### src/rtl/if_stage_pkg.sv
// rtl/if_stage_pkg.sv - shared CPU constants: special instruction words, fetch states, opcodes
package if_stage_pkg;

  localparam logic [31:0] HALT_INST = 32'hFFFF_FFFF;
  localparam logic [31:0] NOP_INST  = 32'h0000_0000;

  typedef enum logic {
    RUN  = 1'b0,
    HALT = 1'b1
  } fetch_state_t;

  // Control applied to the IF/ID pipeline register each cycle
  typedef enum logic [1:0] {
    IFID_LOAD  = 2'd0,
    IFID_HOLD  = 2'd1,
    IFID_FLUSH = 2'd2
  } ifid_op_t;

  typedef enum logic [6:0] {
    OP_LOAD   = 7'b0000011,
    OP_IMM    = 7'b0010011,
    OP_AUIPC  = 7'b0010111,
    OP_STORE  = 7'b0100011,
    OP_REG    = 7'b0110011,
    OP_LUI    = 7'b0110111,
    OP_BRANCH = 7'b1100011,
    OP_JALR   = 7'b1100111,
    OP_JAL    = 7'b1101111,
    OP_SYSTEM = 7'b1110011
  } opcode_t;

  function automatic logic is_halt(input logic [31:0] word);
    return word == HALT_INST;
  endfunction

endpackage

### src/rtl/if_stage_if_id_reg.sv
// rtl/if_stage_if_id_reg.sv - IF/ID pipeline register with load, hold and flush
module if_id_reg
  import if_stage_pkg::*;
(
  input  logic        clk,
  input  logic        rst,
  input  ifid_op_t    op,
  input  logic [31:0] inst_in,
  input  logic [31:0] pc_in,
  output logic [31:0] inst,
  output logic [31:0] pc,
  output logic        valid
);

  always_ff @(posedge clk) begin
    if (rst) begin
      inst  <= NOP_INST;
      pc    <= 32'h0;
      valid <= 1'b0;
    end else begin
      unique case (op)
        IFID_LOAD: begin
          inst  <= inst_in;
          pc    <= pc_in;
          valid <= 1'b1;
        end
        IFID_FLUSH: begin
          inst  <= NOP_INST;
          pc    <= 32'h0;
          valid <= 1'b0;
        end
        default: begin
          inst  <= inst;
          pc    <= pc;
          valid <= valid;
        end
      endcase
    end
  end

endmodule

### src/rtl/if_stage.sv
// rtl/if_stage.sv - instruction fetch stage: PC register, RUN/HALT FSM, IF/ID register
module if_stage
  import if_stage_pkg::*;
#(
  parameter logic [31:0] RESET_PC = 32'h0000_0000,
  parameter int unsigned PC_STEP  = 4
) (
  input  logic        clk,
  input  logic        rst,
  input  logic        stall,
  input  logic        branch_taken,
  input  logic [31:0] branch_target,
  output logic [31:0] imem_addr,
  input  logic [31:0] imem_rdata,
  output logic [31:0] inst_IF,
  output logic [31:0] inst_ID,
  output logic [31:0] pc_ID,
  output logic        valid_ID,
  output logic        halted
);

  logic [31:0]  pc;
  logic [31:0]  pc_seq;
  fetch_state_t state;
  ifid_op_t     ifid_op;

  assign imem_addr = pc;
  assign inst_IF   = imem_rdata;
  assign pc_seq    = pc + 32'(PC_STEP);

  // Priority: branch > stall > halt > sequential; reset is handled inside the register
  always_comb begin
    ifid_op = IFID_LOAD;
    if (branch_taken)       ifid_op = IFID_FLUSH;
    else if (stall)         ifid_op = IFID_HOLD;
    else if (state == HALT) ifid_op = IFID_FLUSH;
  end

  always_ff @(posedge clk) begin
    if (rst) begin
      pc     <= RESET_PC;
      state  <= RUN;
      halted <= 1'b0;
    end else if (branch_taken) begin
      pc     <= branch_target;
      state  <= RUN;
      halted <= 1'b0;
    end else if (stall) begin
      pc     <= pc;
      state  <= state;
      halted <= halted;
    end else begin
      case (state)
        RUN: begin
          // The halt word itself still goes to IF/ID; PC freezes at its address
          if (is_halt(inst_IF)) begin
            pc     <= pc;
            state  <= HALT;
            halted <= 1'b1;
          end else begin
            pc     <= pc_seq;
            state  <= RUN;
            halted <= 1'b0;
          end
        end
        default: begin
          pc     <= pc;
          state  <= HALT;
          halted <= 1'b1;
        end
      endcase
    end
  end

  if_id_reg u_if_id_reg (
    .clk     (clk),
    .rst     (rst),
    .op      (ifid_op),
    .inst_in (inst_IF),
    .pc_in   (pc_seq),
    .inst    (inst_ID),
    .pc      (pc_ID),
    .valid   (valid_ID)
  );

endmodule

### config.mk
export PLATFORM = sky130hd
export DESIGN_NAME = if_stage
export DESIGN_NICKNAME = d
export VERILOG_FILES = /design/src/rtl/if_stage_pkg.sv /design/src/rtl/if_stage_if_id_reg.sv /design/src/rtl/if_stage.sv
export SDC_FILE = /design/constraint.sdc
export NUM_CORES = 1
export LEC_CHECK = 0
export CORE_ASPECT_RATIO = 1.4
export CORE_UTILIZATION = 46
export DETAILED_ROUTE_END_ITERATION = 8
export PLACE_DENSITY = 0.93
export SKIP_LAST_GASP = 1
export SLEW_MARGIN = 20
export SYNTH_ARGS = -nofsm -noshare
export SYNTH_HDL_FRONTEND = slang
export SYNTH_SLANG_ARGS = --single-unit
### constraint.sdc
create_clock -name clk -period 5.5 [get_ports clk]
set_input_delay 1.1 -clock clk [delete_from_list [all_inputs] [get_ports clk]]
set_output_delay 1.1 -clock clk [all_outputs]
set_load 0.02 [all_outputs]
; ---- Word level (Yosys, flattened, before mapping)
; Index checks and enable logic that the tools add are counted.
; W data, S select, Z words.
[totals]
ff_bits = 98
latch_bits = 0
mem_bits_rw = 0
romBits = 0
elab_cells = 27
n_memories = 0
[classes]
addsub = 1
multipliers = 0
div_mod_pow = 0
n_lt_le_gt_ge = 0
n_eq_ne = 5
shift = 0
muxes = 12
n_bitwise = 0
reduce_logical = 4
[op_table]
columns = op, count
row1 = $mux W32, 4
row2 = $pmux W32 S2, 2
row3 = $add A32 B3 Y32 const B, 1
row4 = $eq A32 B32 Y1 const B, 1
row5 = $mux W2, 3
row6 = $ne A2 B2 Y1 const B, 2
row7 = $reduce_and A3 Y1, 1
row8 = $eq A2 B2 Y1 const B, 1
row9 = $logic_not A2 Y1, 1
row10 = $mux W1, 2
row11 = $ne A2 B1 Y1 const B, 1
row12 = $pmux W1 S2, 1
row13 = $reduce_bool A2 Y1, 1
row14 = $reduce_or A2 Y1, 1

; ---- Depth between registers and ports, before layout
[logic_depth]
ltp_word = 5
ltp_mapped = 8

; ---- By module
; Synthesis repeated with hierarchy kept, for this count alone.
[hier_totals]
cells_unflattened = 637
area_unflattened_um2 = 5622.9
[by_module_without_submodules]
columns = module, n_inst, cells_each, area_each_um2, seq_area_each_um2
row1 = if_id_reg, 1, 288, 2856.5, 1301.2
row2 = if_stage, 1, 349, 2766.4, 660.6

; ---- Worst setup path before layout
; OpenSTA, ideal clock, no wires.
[synth_path]
path_kind = input-to-reg
start = in imem_rdata[15]
end = reg pc[15], in the netlist imem_addr[15]
arrival_time_ns = 2.505
slack_ns = 2.904
stages = 7
cell_sequence = nand4_1 > nor4_1 > and3_1 > clkbuf_1 > clkbuf_1 > o31ai_1 > a311oi_1
[synth_via]
elab_chain_len = 3
[synth_rtl]
columns = element, line_no
row1 = "start, declared", if_stage.sv:14  ; input logic [31:0] imem_rdata,
row2 = $eq A32 B32 Y1, if_stage_pkg.sv:33  ; return word == HALT_INST;
row3 = $ne A2 B2 Y1 (no line), -
row4 = $reduce_and A3 Y1 (no line), -
row5 = "end signal, assigned", if_stage.sv:45  ; pc <= branch_target;
row6 = "end signal, assigned", if_stage.sv:49  ; pc <= pc;
row7 = "end signal, assigned", if_stage.sv:57  ; pc <= pc;
row8 = "end, declared", if_stage.sv:22  ; logic [31:0] pc;
; No other way between the ends.
; A chain may end at the register's enable or synchronous reset.

; ---- Worst setup path in the final report
[layout_path]
start = in imem_rdata[20]
end = reg pc[30], in the netlist imem_addr[30]
; The elaborated chain is that of the path after synthesis.

==> metrics.md <==
| Metric | Value |
|---|---|
| CP Capture Type | flip-flop |
| Leak | 0.00226 uW |
| RSZ-0062 raised after global routing | false |
| Synth unique cells | 48 |
| Post-synth EDFFs | 0 |
| Mapped Nets | 614 |
| Die Y-Extent | 121 microns |
| Rel. slew slack | 0.269 |
| Syn. warnings | 0 |
| Sequential area share after synthesis | 0.425 |
| RD Place Congestion | 0.869 |
| # IOs | 198 |
| Slew @ Worst Pin | 1.10 ns |
| R2r setup slk | 2.75 ns |
| Layout Cells excl Fill | 820 |
| Fin. Hold Viols | 0 |
| Top sig layer | met4 |
| Post-cts resize count | 0 |
| Root Driver | clkbuf_16 |
| WL/cell | 19.0 microns |
| FILL cells | 769 |
| Max VDD drop | 202 uV |
| Fin crit period | 3.62 ns |
| Iter 0 DRT Violations | 459 |
| Final instance area | 0.00669 sq mm |
| F_max | 276 MHz |
| Cell Pwr Density | 255 mW/mm^2 |
| Total GRT Usage | 0.299 |
| Crit path DAT | 3.85 ns |
| CP required | 5.74 ns |
| # placed instances | 804 |
| Hold_buf cts | 0 |
| Post-synthesis cell count | 545 |
| DRC viols | 0 |
| Die area | 0.0105 sq mm |
| H-tree depth | 3 |
| Dpl cell area | 0.00639 sq mm |
| Vias per inst | 6.02 |
| WL met1 | 5.77 mm |
| DR WL met2 | 7.71 mm |
| Area overhead of the layout relative to synthesis | 44.8% |
| Avg Cell Area, Syn | 8.48 sq um |
| Final HPWL from detailed placement | 11.1 mm |
| Final wirelength | 15.6 mm |
| CTS tree | built |
| Core ar. | 0.00962 sq mm |
| DRT Pass-1 Iters | 5 |
| Initial antenna violation count | 0 |
| Routed met3 length | 1.61 mm |
| Antenna Nets Post-Route | 0 |
| Bufs on Longest Clock Path | 2 |
| Hold crit path type | flip-flop to flip-flop |
| Yosys reg bits | 98 |
| Die Width | 86.7 microns |
| Worst Reg-to-Reg Cells | 5 |
| Number of setup buffers added after CTS | 0 |
| Top FF cell, synth | dfxtp_1 |
| GRT overflow | 0 |
| Sum Neg Setup Slack | 0 ns |
| Status | finished clean |
| Clock latency on the worst-skew pair | 0.34 ns |
| Hold Path Depth | 2 |
| Async SR Flop Fraction | 0 |
| Synthesized cell area | 0.00462 sq mm |
| Cell row count | 42 |
| First-pass GRT wire length | 24.1 mm |
| Clk_skew | 0.00541 ns |
| Final period util | 0.658 |
| Nets | 753 |
| Final setup fails | 0 |
| Max Transition Viols Final | 0 |
| # clock sinks | 98 |
| Max Cap Viol | 0 |
| Vias in the first global route | 4856 |
| Cts bufs inserted | 9 |
| CP Launch Type | primary input |
| Vias | 4938 |
| Port bufs | 197 |
| Ant diodes | 0 |
| CP Max Fanout | 28 |
| Share of cells above drive strength 1 | 0.0407 |
| Initial Utilization | 0.480 |
| Setup Crit Path Kind | primary input to flip-flop |
| CTS clk-pin slew, worst paths | 0.06 ns |
| Largest net degree at the start of global routing | 60 |
==> area by class of cell <==
cell class	instances	area (sq um)	share of cell area
inverters	7	26.3	0.00393
clock buffers	12	246	0.0368
flip-flops and latches	98	1960	0.293
repair buffers	202	2010	0.301
multi-input cells	366	2240	0.335
clock inverters	3	40.0	0.00598
well taps	132	165	0.0247
==> power breakdown <==
| group | total, uW | internal, uW | leakage (uW) | switching (uW) |
|---|---|---|---|---|
| registers | 776 | 739 | 0.000801 | 37.2 |
| clock network | 618 | 361 | 0.000142 | 256 |
| logic | 314 | 153 | 0.00131 | 161 |
| total | 1710 | 1250 | 0.00226 | 454 |
==> sequential cells by signal, indices dropped and copies added, names as in the netlist <==
signal / count
imem_addr: 32
u_if_id_reg.inst: 32
state: 1
u_if_id_reg.valid: 1
u_if_id_reg.pc: 32
==> logic make-up after synthesis <==
| logic type | share of synthesized area |
|---|---|
| adder cells (fa/ha/maj) | 0.00271 |
| flip-flops | 0.425 |
| AND/OR/NAND/NOR | 0.201 |
| buffers and inverters | 0.0937 |
| multiplexers | 0.0195 |
| XOR/XNOR | 0.0379 |
| AO/OA/AOI/OAI | 0.220 |
==> worst paths after layout <==
check                                          end                from
worst max-delay path                 imem_addr[30]      imem_rdata[20]
worst min-delay path            u_if_id_reg.pc[26]  u_if_id_reg.pc[26]
worst max register to register       imem_addr[27]        imem_addr[4]
worst min register to register  u_if_id_reg.pc[26]  u_if_id_reg.pc[26]
==> critical path, stage by stage <==
cell and delay [ns]:
clkdlybuf4s50_1 0.57, nand4_1 0.13, nor4_1 0.49, and3_1 0.95, nor2_1 0.29, a211oi_1 0.32
==> cell usage in the layout, fill, tap and decap left out, drive strengths merged, types with 5 or more instances in the layout <==
| cell | instances |
|---|---|
| clkdlybuf4s50 | 195 |
| dfxtp | 98 |
| nor2 | 64 |
| a22oi | 46 |
| nand2 | 39 |
| a21oi | 23 |
| nand4 | 20 |
| nor4 | 17 |
| o21ai | 16 |
| a211oi | 14 |
| nand3 | 14 |
| xnor2 | 13 |
| nor3 | 12 |
| clkbuf | 12 |
| mux2i | 9 |
| a31oi | 8 |
| inv | 7 |
| xor2 | 7 |
| o211ai | 7 |
| buf | 7 |
| or3 | 6 |
| o31a | 6 |
| nor2b | 5 |
| a221oi | 5 |
==> per-stage QoR <==
step	worst slack (ns)	total power, uW	hold slack [ns]	utilization
4_1_cts	1.98	1710	0.453	0.694
2_1_floorplan	2.90	945	0.530	-
6_report	1.88	1710	0.451	0.696
5_1_grt	1.74	1770	0.471	0.696
3_3_place_gp	1.77	1090	0.438	0.664
3_5_place_dp	1.64	1100	0.445	0.664
==> cell usage after synthesis (all sizes together), types with 4 or more instances <==
cell type,instances,area [sq um]
mux2i,9,90.1
xor2,7,61.3
nor2b,5,31.3
a211oi,14,105
buf,36,264
nand3,14,75.1
a22oi,46,345
o31a,6,53.8
nor4,17,106
clkbuf,38,143
a31oi,8,50.1
or4,4,30.0
dfxtp,98,1960
xnor2,13,114
nor2,64,240
o21ai,16,80.1
inv,7,26.3
o21a,4,30.0
nand2,39,146
a221oi,5,43.8
o211ai,7,52.6
a21oi,23,115
a32oi,4,35.0
and3,4,25.0
nor3,12,60.1
or3,6,42.5
nand4,20,125
o311ai,4,35.0
==> routing by layer <==
layer / track usage / up-vias
met4: 0.146 / 0
met5: 0 / -
li1: - / 2261
met3: 0.0771 / 33
met2: 0.510 / 325
met1: 0.344 / 2319
Note: power is estimated with default switching activity, not from simulation.
